**config.mk**
```make
export PLATFORM = sky130hd
export DESIGN_NAME = logreg_dot_mac
export DESIGN_NICKNAME = d
export VERILOG_FILES = /design/src/rtl/logreg_pkg.sv /design/src/rtl/logreg_sat.sv /design/src/rtl/logreg_dot_mac.sv
export SDC_FILE = /design/constraint.sdc
export NUM_CORES = 1
export LEC_CHECK = 0
export CORE_MARGIN = 8
export CORE_UTILIZATION = 30
export DETAILED_ROUTE_END_ITERATION = 16
export GPL_TIMING_DRIVEN = 0
export PLACE_DENSITY = 0.42
export RECOVER_POWER = 25
export SYNTH_ARGS = -nofsm -noshare
export SYNTH_HDL_FRONTEND = slang
export SYNTH_SLANG_ARGS = --single-unit
```
**constraint.sdc**
```tcl
create_clock -name clk -period 7.64 [get_ports clk]
set_clock_uncertainty 0.05 [all_clocks]
set_input_delay 1.91 -clock clk [delete_from_list [all_inputs] [get_ports clk]]
set_output_delay 1.91 -clock clk [all_outputs]
set_load 0.01 [all_outputs]
```
**src/rtl/logreg_pkg.sv**
```systemverilog
// Shared Q8.8 constants and FSM encodings for the logistic-regression datapath.
// The blocks below use these in place of their own width/encoding literals.
package logreg_pkg;

    localparam int unsigned DW   = 16;
    localparam int unsigned FRAC = 8;

    localparam logic [DW-1:0] ONE     = 16'h0100;
    localparam logic [DW-1:0] SAT_MAX = 16'h7FFF;
    localparam logic [DW-1:0] SAT_MIN = 16'h8000;

    localparam logic [1:0] ST_IDLE = 2'd0;
    localparam logic [1:0] ST_ACC  = 2'd1;
    localparam logic [1:0] ST_OUT  = 2'd2;

endpackage

```
**src/rtl/logreg_sat.sv**
```systemverilog
// Wide-to-Q8.8 conversion: arithmetic shift right by FRAC (truncates toward -inf),
// then clamps to the signed DW-bit range. Purely combinational.
module logreg_sat #(
    parameter int unsigned ACC_W = 36,
    parameter int unsigned DW    = 16,
    parameter int unsigned FRAC  = 8
) (
    input  logic signed [ACC_W-1:0] acc_i,
    output logic        [DW-1:0]    z_o
);

    logic signed [ACC_W-1:0] shifted;
    logic                    ovf;

    always_comb begin
        shifted = acc_i >>> FRAC;
        // Fits in DW bits only if every bit from DW-1 upward matches the sign.
        ovf = ~((&shifted[ACC_W-1:DW-1]) | ~(|shifted[ACC_W-1:DW-1]));
        if (!ovf) begin
            z_o = shifted[DW-1:0];
        end else if (shifted[ACC_W-1]) begin
            z_o = {1'b1, {(DW-1){1'b0}}};
        end else begin
            z_o = {1'b0, {(DW-1){1'b1}}};
        end
    end

endmodule

```
**src/rtl/logreg_dot_mac.sv**
```systemverilog
// Linear score stage: z = bias + sum(x_i * w_i) over N_FEAT streamed pairs,
// returned as a saturated Q8.8 value on a valid/ready output.
module logreg_dot_mac #(
    parameter int unsigned N_FEAT = 4,
    parameter int unsigned DW     = 16,
    parameter int unsigned FRAC   = 8,
    parameter int unsigned ACC_W  = 36
) (
    input  logic          clk,
    input  logic          rst_n,
    input  logic          start,
    input  logic [DW-1:0] bias,
    input  logic          x_valid,
    output logic          x_ready,
    input  logic [DW-1:0] x_data,
    input  logic [DW-1:0] w_data,
    output logic          z_valid,
    input  logic          z_ready,
    output logic [DW-1:0] z_data,
    output logic          busy
);
    import logreg_pkg::*;

    localparam int unsigned         CNT_W = (N_FEAT > 1) ? $clog2(N_FEAT) : 1;
    localparam logic [CNT_W-1:0]    LAST  = CNT_W'(N_FEAT - 1);

    logic [1:0]              state_q, state_d;
    logic signed [ACC_W-1:0] acc_q, acc_d;
    logic [CNT_W-1:0]        cnt_q, cnt_d;
    logic [DW-1:0]           z_data_q, z_data_d;

    logic signed [2*DW-1:0]  prod;
    logic signed [ACC_W-1:0] prod_ext;
    logic signed [ACC_W-1:0] bias_ext;
    logic signed [ACC_W-1:0] acc_sum;
    logic [DW-1:0]           sat_z;
    logic                    beat;

    // Q8.8 * Q8.8 gives Q16.16; bias is lifted into the same scale.
    assign prod     = $signed(x_data) * $signed(w_data);
    assign prod_ext = {{(ACC_W-2*DW){prod[2*DW-1]}}, prod};
    assign bias_ext = {{(ACC_W-DW-FRAC){bias[DW-1]}}, bias, {FRAC{1'b0}}};
    assign acc_sum  = acc_q + prod_ext;

    assign x_ready = (state_q == ST_ACC);
    assign z_valid = (state_q == ST_OUT);
    assign busy    = (state_q != ST_IDLE);
    assign z_data  = z_data_q;
    assign beat    = x_valid & x_ready;

    // Score is captured from the final sum so it is already stable on entry to OUT.
    logreg_sat #(
        .ACC_W (ACC_W),
        .DW    (DW),
        .FRAC  (FRAC)
    ) u_sat (
        .acc_i (acc_sum),
        .z_o   (sat_z)
    );

    always_comb begin
        state_d  = state_q;
        acc_d    = acc_q;
        cnt_d    = cnt_q;
        z_data_d = z_data_q;
        case (state_q)
            ST_IDLE: begin
                if (start) begin
                    acc_d   = bias_ext;
                    cnt_d   = '0;
                    state_d = ST_ACC;
                end
            end
            ST_ACC: begin
                if (beat) begin
                    acc_d = acc_sum;
                    cnt_d = cnt_q + CNT_W'(1);
                    if (cnt_q == LAST) begin
                        z_data_d = sat_z;
                        state_d  = ST_OUT;
                    end
                end
            end
            ST_OUT: begin
                if (z_ready) begin
                    state_d = ST_IDLE;
                end
            end
            default: begin
                state_d = ST_IDLE;
            end
        endcase
    end

    always_ff @(posedge clk or negedge rst_n) begin
        if (!rst_n) begin
            state_q  <= ST_IDLE;
            acc_q    <= '0;
            cnt_q    <= '0;
            z_data_q <= '0;
        end else begin
            state_q  <= state_d;
            acc_q    <= acc_d;
            cnt_q    <= cnt_d;
            z_data_q <= z_data_d;
        end
    end

endmodule

```
==> flow_summary.ini, run 1 <==
[run_status]
status = finished with violations
violations = capacitance limit, slew limit, setup timing

[placed_design]
place_ws_ps = -2263
place_congestion = 0.8333
dpl_cell_area_um2 = 16450
dp_hpwl_mm = 39.26
port_buffers = 71

[clock_tree]
cts_buffer_depth = 2
numCtsBuffers = 5
clock_latency_ps = 320
cts_hold_buffers = 0
cts_tree = done
cts_num_sinks = 56
cts.clk_slew.worst_paths_ps = 80
htreeDepth = 2
clock_tree.root_cell = clkbuf_16

[synth]
yosysWarnings = 0
syn_inst = 1557
synth_edf_count = 0
syn-num-nets = 2032
yosysTopAreaCell = fa_1
synth_area_leaders = fa_1 (43%), dfrtp_1 (9.6%), ha_1 (9.2%)
syn_area_per_cell_um2 = 9.409
yosysMostFrequentCell = inv_1
synth.cell_area_um2 = 14650
synth_common_cells = inv_1 (351), fa_1 (314), nand2_1 (173)
seq_area_frac_synth = 0.09566
synth_flop_cell = dfrtp_1
ys_ff_latch = 56
ys_types = 77
ys_async_sr_fraction = 1.000
synth_top_area_frac = 0.4291

[global_route]
grt_max_degree = 57
grt_overflow = 0
grt_pass1_vias = 12030
antenna_found_initial = 0
gr-usage-all-layers = 0.1696
grt_pass1_wl_mm = 73.78

[detailed_routing]
routed_via_density = 4.685
vias = 11110
avgRoutedWirePerCell_um = 19.73
drc = 0
drt_first_pass_iters = 6
ant_nets = 0
drt_iter0_markers = 407
wl_mm = 46.80

[critical_path]
slowest_delay_ps = 610
worst_path_most_repeated_cell = fa_1
required_ps = 7770
r2r-start = acc_q[8]
crit_buf_inv = 11
cp-end-kind = flip-flop
arrival_ps = 8390
critPathTopFamily = adder cells
critical_path.startpoint = x_data[15]
cp_max_fo = 7
slowest_stage = fa_2
start_kind = input port
crit_type = input port to flip-flop

[floorplan]
die_area_um2 = 56160
core_um2 = 48550
row_count = 81
die_h_um = 237.0
start_util = 0.3018
ioPinCount = 72
die_x_um = 237.0

[worst_hold_path]
hp-class = flip-flop to flip-flop
min_from = acc_q[15]

[timing]
rsz0062_at_grt = true
fin_ws_ps = -615.2
maxSlewHeadroom = -1.221
final-setup-viol-count = 21
worst_slew_pin_slew_ps = 3332
fin_crit_ps = 8255
min_period_over_period = 1.081
slew_viol_final = 57
hold_viol_final = 0
fmax_mhz = 121.1

[finish]
design_area_um2 = 19010
antennaDiodeCount = 0
layout-drive-gt1-share = 0.2434
area_growth_pct = 29.76
post-route-util = 0.3916
fin_nets = 2224

[run]
maxCapViolCount = 1
-- path summary, 6_finish.rpt --
| kind | endpoint | slack (ps) | cells after the start |
|---|---|---|---|
| max | z_data[7] | -620 | 28 |
| min | acc_q[15] | 430 | 1 |
| max reg2reg | z_data[7] | 1530 | 20 |
| min reg2reg | acc_q[15] | 430 | 1 |
| max in group asynchronous | acc_q[9] | 3020 | 1 |
| min in group asynchronous | cnt_q[1] | 2660 | 1 |
-- stage by stage --
step / setup TNS (ps) / hold slack, ps / instances
2_1_floorplan: -5706 / 393.9 / 1557
3_3_place_gp: -64200 / 420.7 / 2250
3_5_place_dp: -63320 / 418.5 / 2250
4_1_cts: -9601 / 437.6 / 2330
5_1_grt: -14160 / 451.9 / 2372
6_report: -10100 / 430.7 / 2372
-- cells in the final DEF (no fill, tap or decap), drive strengths merged, types with 6 or more instances in the layout --
| cell | n |
|---|---|
| inv | 351 |
| clkbuf | 51 |
| a22o | 9 |
| fa | 314 |
| dfrtp | 56 |
| a21oi | 33 |
| buf | 160 |
| ha | 108 |
| a22oi | 14 |
| and2 | 129 |
| and3 | 8 |
| a211oi | 21 |
| o21ai | 34 |
| mux2i | 6 |
| a21o | 25 |
| nand2 | 173 |
| nor2 | 62 |
| xnor2 | 21 |
| nor3 | 15 |
| a31oi | 7 |
| clkdlybuf4s50 | 38 |
| or2 | 6 |
| xor2 | 10 |
| nand3 | 10 |
| o211ai | 8 |
-- cells by family (layout without fill, tap and decap cells) --
group	Yosys count	after routing	share of synthesized area
simple gates	429	429	0.1430
fa+ha+maj	422	422	0.5214
buf+inv	414	607	0.1133
compound gates	195	195	0.1010
flops	56	56	0.09566
xor+xnor	31	31	0.01853
mux	10	10	0.007175
-- per-layer routing --
layer,track usage,vias to the layer above,wire [µm]
li1,-,5168,-
met3,0.01267,41,1472
met5,0,-,0
met1,0.2480,5716,22590
met4,0.02715,0,722
met2,0.2758,187,22020
-- flip-flops by register name, indices dropped and copies added, names as in the netlist --
name,count
acc_q,36
z_data,16
cnt_q,2
state_q,2
-- worst reg2reg max path, cell delays in order (launching register included) --
cell,delay [ps]
dfrtp_1,470
ha_1,350
fa_1,490
fa_1,510
inv_1,50
fa_1,480
fa_1,540
inv_1,70
ha_1,360
a21oi_1,220
o211ai_2,160
a311oi_4,450
a31oi_4,150
or4_4,460
a2111oi_4,340
nand4_2,190
o31ai_4,210
buf_6,140
buf_12,110
buf_8,120
a22oi_2,70
-- cell type report --
type | count | area (µm²)
plain buffers | 57 | 888.4
clock buffers | 5 | 125.1
repair buffers | 190 | 1878
multi-input cells | 1087 | 12580
well taps | 622 | 778.2
fillers | 4860 | 29540
inverters | 352 | 1333
flip-flops and latches | 56 | 1401
clock inverters | 3 | 27.53
-- timing repair --
item,in CTS,in global routing
cloned,4,1
pin swaps,63,74
buffers inserted,74,42
endpoints found under the setup margin,40,36
gates resized for setup,409,139
Power of run 1 is not shown: default switching activity piles up to over one toggle a cycle in this logic, so the estimate is an artifact.
==> run 2: changes to the inputs <==
--- a/config.mk
+++ b/config.mk
@@ -5,7 +5,7 @@
 export SDC_FILE = /design/constraint.sdc
 export NUM_CORES = 1
 export LEC_CHECK = 0
-export CORE_MARGIN = 8
+export CORE_MARGIN = 2
 export CORE_UTILIZATION = 30
 export DETAILED_ROUTE_END_ITERATION = 16
 export GPL_TIMING_DRIVEN = 0
==> flow_summary.ini, run 2 (synthesis results as in run 1) <==
[floorplan]
ioPinCount = 72
die_h_um = 225.0
die_x_um = 225.0
core_um2 = 47950
die_area_um2 = 50610
row_count = 80
start_util = 0.3055

[detailed_routing]
vias = 11040
drc = 0
avgRoutedWirePerCell_um = 19.63
routed_via_density = 4.674
drt_iter0_markers = 497
drt_first_pass_iters = 6
ant_nets = 0
wl_mm = 46.35

[critical_path]
arrival_ps = 8380
crit_type = input port to flip-flop
r2r_cells = 21
cp-end-kind = flip-flop
crit_end = z_data[5]
start_kind = input port
reg2reg_to = z_data[5]
reg2reg_slack_ps = 1510
critical_path.startpoint = x_data[7]
r2r-start = acc_q[8]
required_ps = 7780
cp_max_fo = 9

[timing]
final-setup-viol-count = 23
min_period_over_period = 1.079
worst_slew_pin_slew_ps = 1733
fin_ws_ps = -602.3
rsz0062_at_grt = true
fmax_mhz = 121.3
hold_viol_final = 0
maxSlewHeadroom = -0.1553
fin_crit_ps = 8242
slew_viol_final = 59

[finish]
fin_nets = 2220
n_fill_cell = 4792
design_area_um2 = 18920
largest_register_ffs = 36
ff_latch_area_um2 = 1401
layout-drive-gt1-share = 0.2440
largest-register = acc_q
multi_input_area_um2 = 12660
layoutNonFillerInstCount = 2361
layout_common_cells = inv_1 (327), fa_1 (285), nand2_1 (164), and2_1 (115), buf_4 (100)
antennaDiodeCount = 0
final_common_cell = inv_1
area_growth_pct = 29.18

[run_status]
status = finished with violations
violations = capacitance limit, slew limit, setup timing

[placed_design]
dp_hpwl_mm = 38.83
port_buffers = 71
dpl_cell_area_um2 = 16460
dp_cells = 2244
place_congestion = 0.8471

[global_route]
antenna_found_initial = 0
grt_pass1_wl_mm = 74.37
grt_overflow = 0
grt_pass1_vias = 12220
grt_max_degree = 32
gr-usage-all-layers = 0.1942

[clock_tree]
cts.clk_slew.worst_paths_ps = 80
htreeDepth = 2
cts_buffer_depth = 2
clock_tree.root_cell = clkbuf_16
clock_latency_ps = 320
numCtsBuffers = 5
cts_num_sinks = 56
cts_tree = done

[run]
maxCapViolCount = 2

[worst_hold_path]
hp-class = flip-flop to flip-flop
-- run 2: worst min path at each step --
stage	start	cells after the start	slack [ps]	end
floorplan	state_q[1]	1	390	state_q[0]
finish	state_q[1]	1	440	state_q[0]
global placement	acc_q[18]	1	430	acc_q[18]
CTS	state_q[1]	1	450	state_q[0]
detailed placement	acc_q[19]	1	430	acc_q[19]
global route	state_q[1]	1	480	state_q[0]
-- run 2: area by class of cell --
| cell class | count | area share |
|---|---|---|
| Buffer | 56 | 0.04556 |
| Timing Repair Buffer | 187 | 0.09105 |
| Multi-Input combinational cell | 1087 | 0.6692 |
| Tap cell | 615 | 0.04066 |
| Inverter | 352 | 0.07042 |
| Clock buffer | 5 | 0.006612 |
| Clock inverter | 3 | 0.002446 |
| Sequential cell | 56 | 0.07405 |
-- run 2: timing repair --
action | CTS | global route
hold buffers | 0 | 0
endpoints found under the setup margin | 41 | 34
gates cloned | 2 | 1
pin swaps | 66 | 63
endpoints found under the hold margin | 0 | 0
buffers inserted | 73 | 42
resized for setup | 436 | 106
-- run 2: layer usage --
| metal | up-vias | global-route usage | share of wire |
|---|---|---|---|
| met3 | 26 | 0.01199 | 0.024 |
| li1 | 5150 | - | - |
| met1 | 5687 | 0.2866 | 0.49 |
| met5 | - | 0 | 0 |
| met4 | 0 | 0.03418 | 0.016 |
| met2 | 173 | 0.3174 | 0.47 |
-- run 2: critical path, cell delays in order --
cell and delay, ps:
buf_6 130, clkbuf_16 170, nand2_1 80, fa_1 550
inv_1 60, fa_1 500, inv_1 50, fa_1 540
inv_1 60, fa_2 590, fa_1 430, inv_1 80
fa_1 400, inv_1 100, ha_4 230, a21oi_4 160
nor2_2 70, a311oi_4 270, buf_6 160, buf_6 100
a31oi_4 80, or4_4 450, a2111oi_4 340, nand4_2 180
o31ai_4 250, buf_6 170, clkbuf_16 160, a22oi_2 70
-- run 2: per-stage QoR --
step | hold slack (ps) | worst slack [ps] | utilization | TNS (ps)
2_1_floorplan | 393.9 | -422.5 | - | -5706
3_3_place_gp | 427.5 | -2305 | 0.3430 | -65550
3_5_place_dp | 431.8 | -2339 | 0.3433 | -65870
4_1_cts | 445.2 | -658.5 | 0.3807 | -10690
5_1_grt | 476.0 | -773.7 | 0.3947 | -14030
6_report | 441.8 | -602.3 | 0.3947 | -9554
Power of run 2 is left out for the same reason.
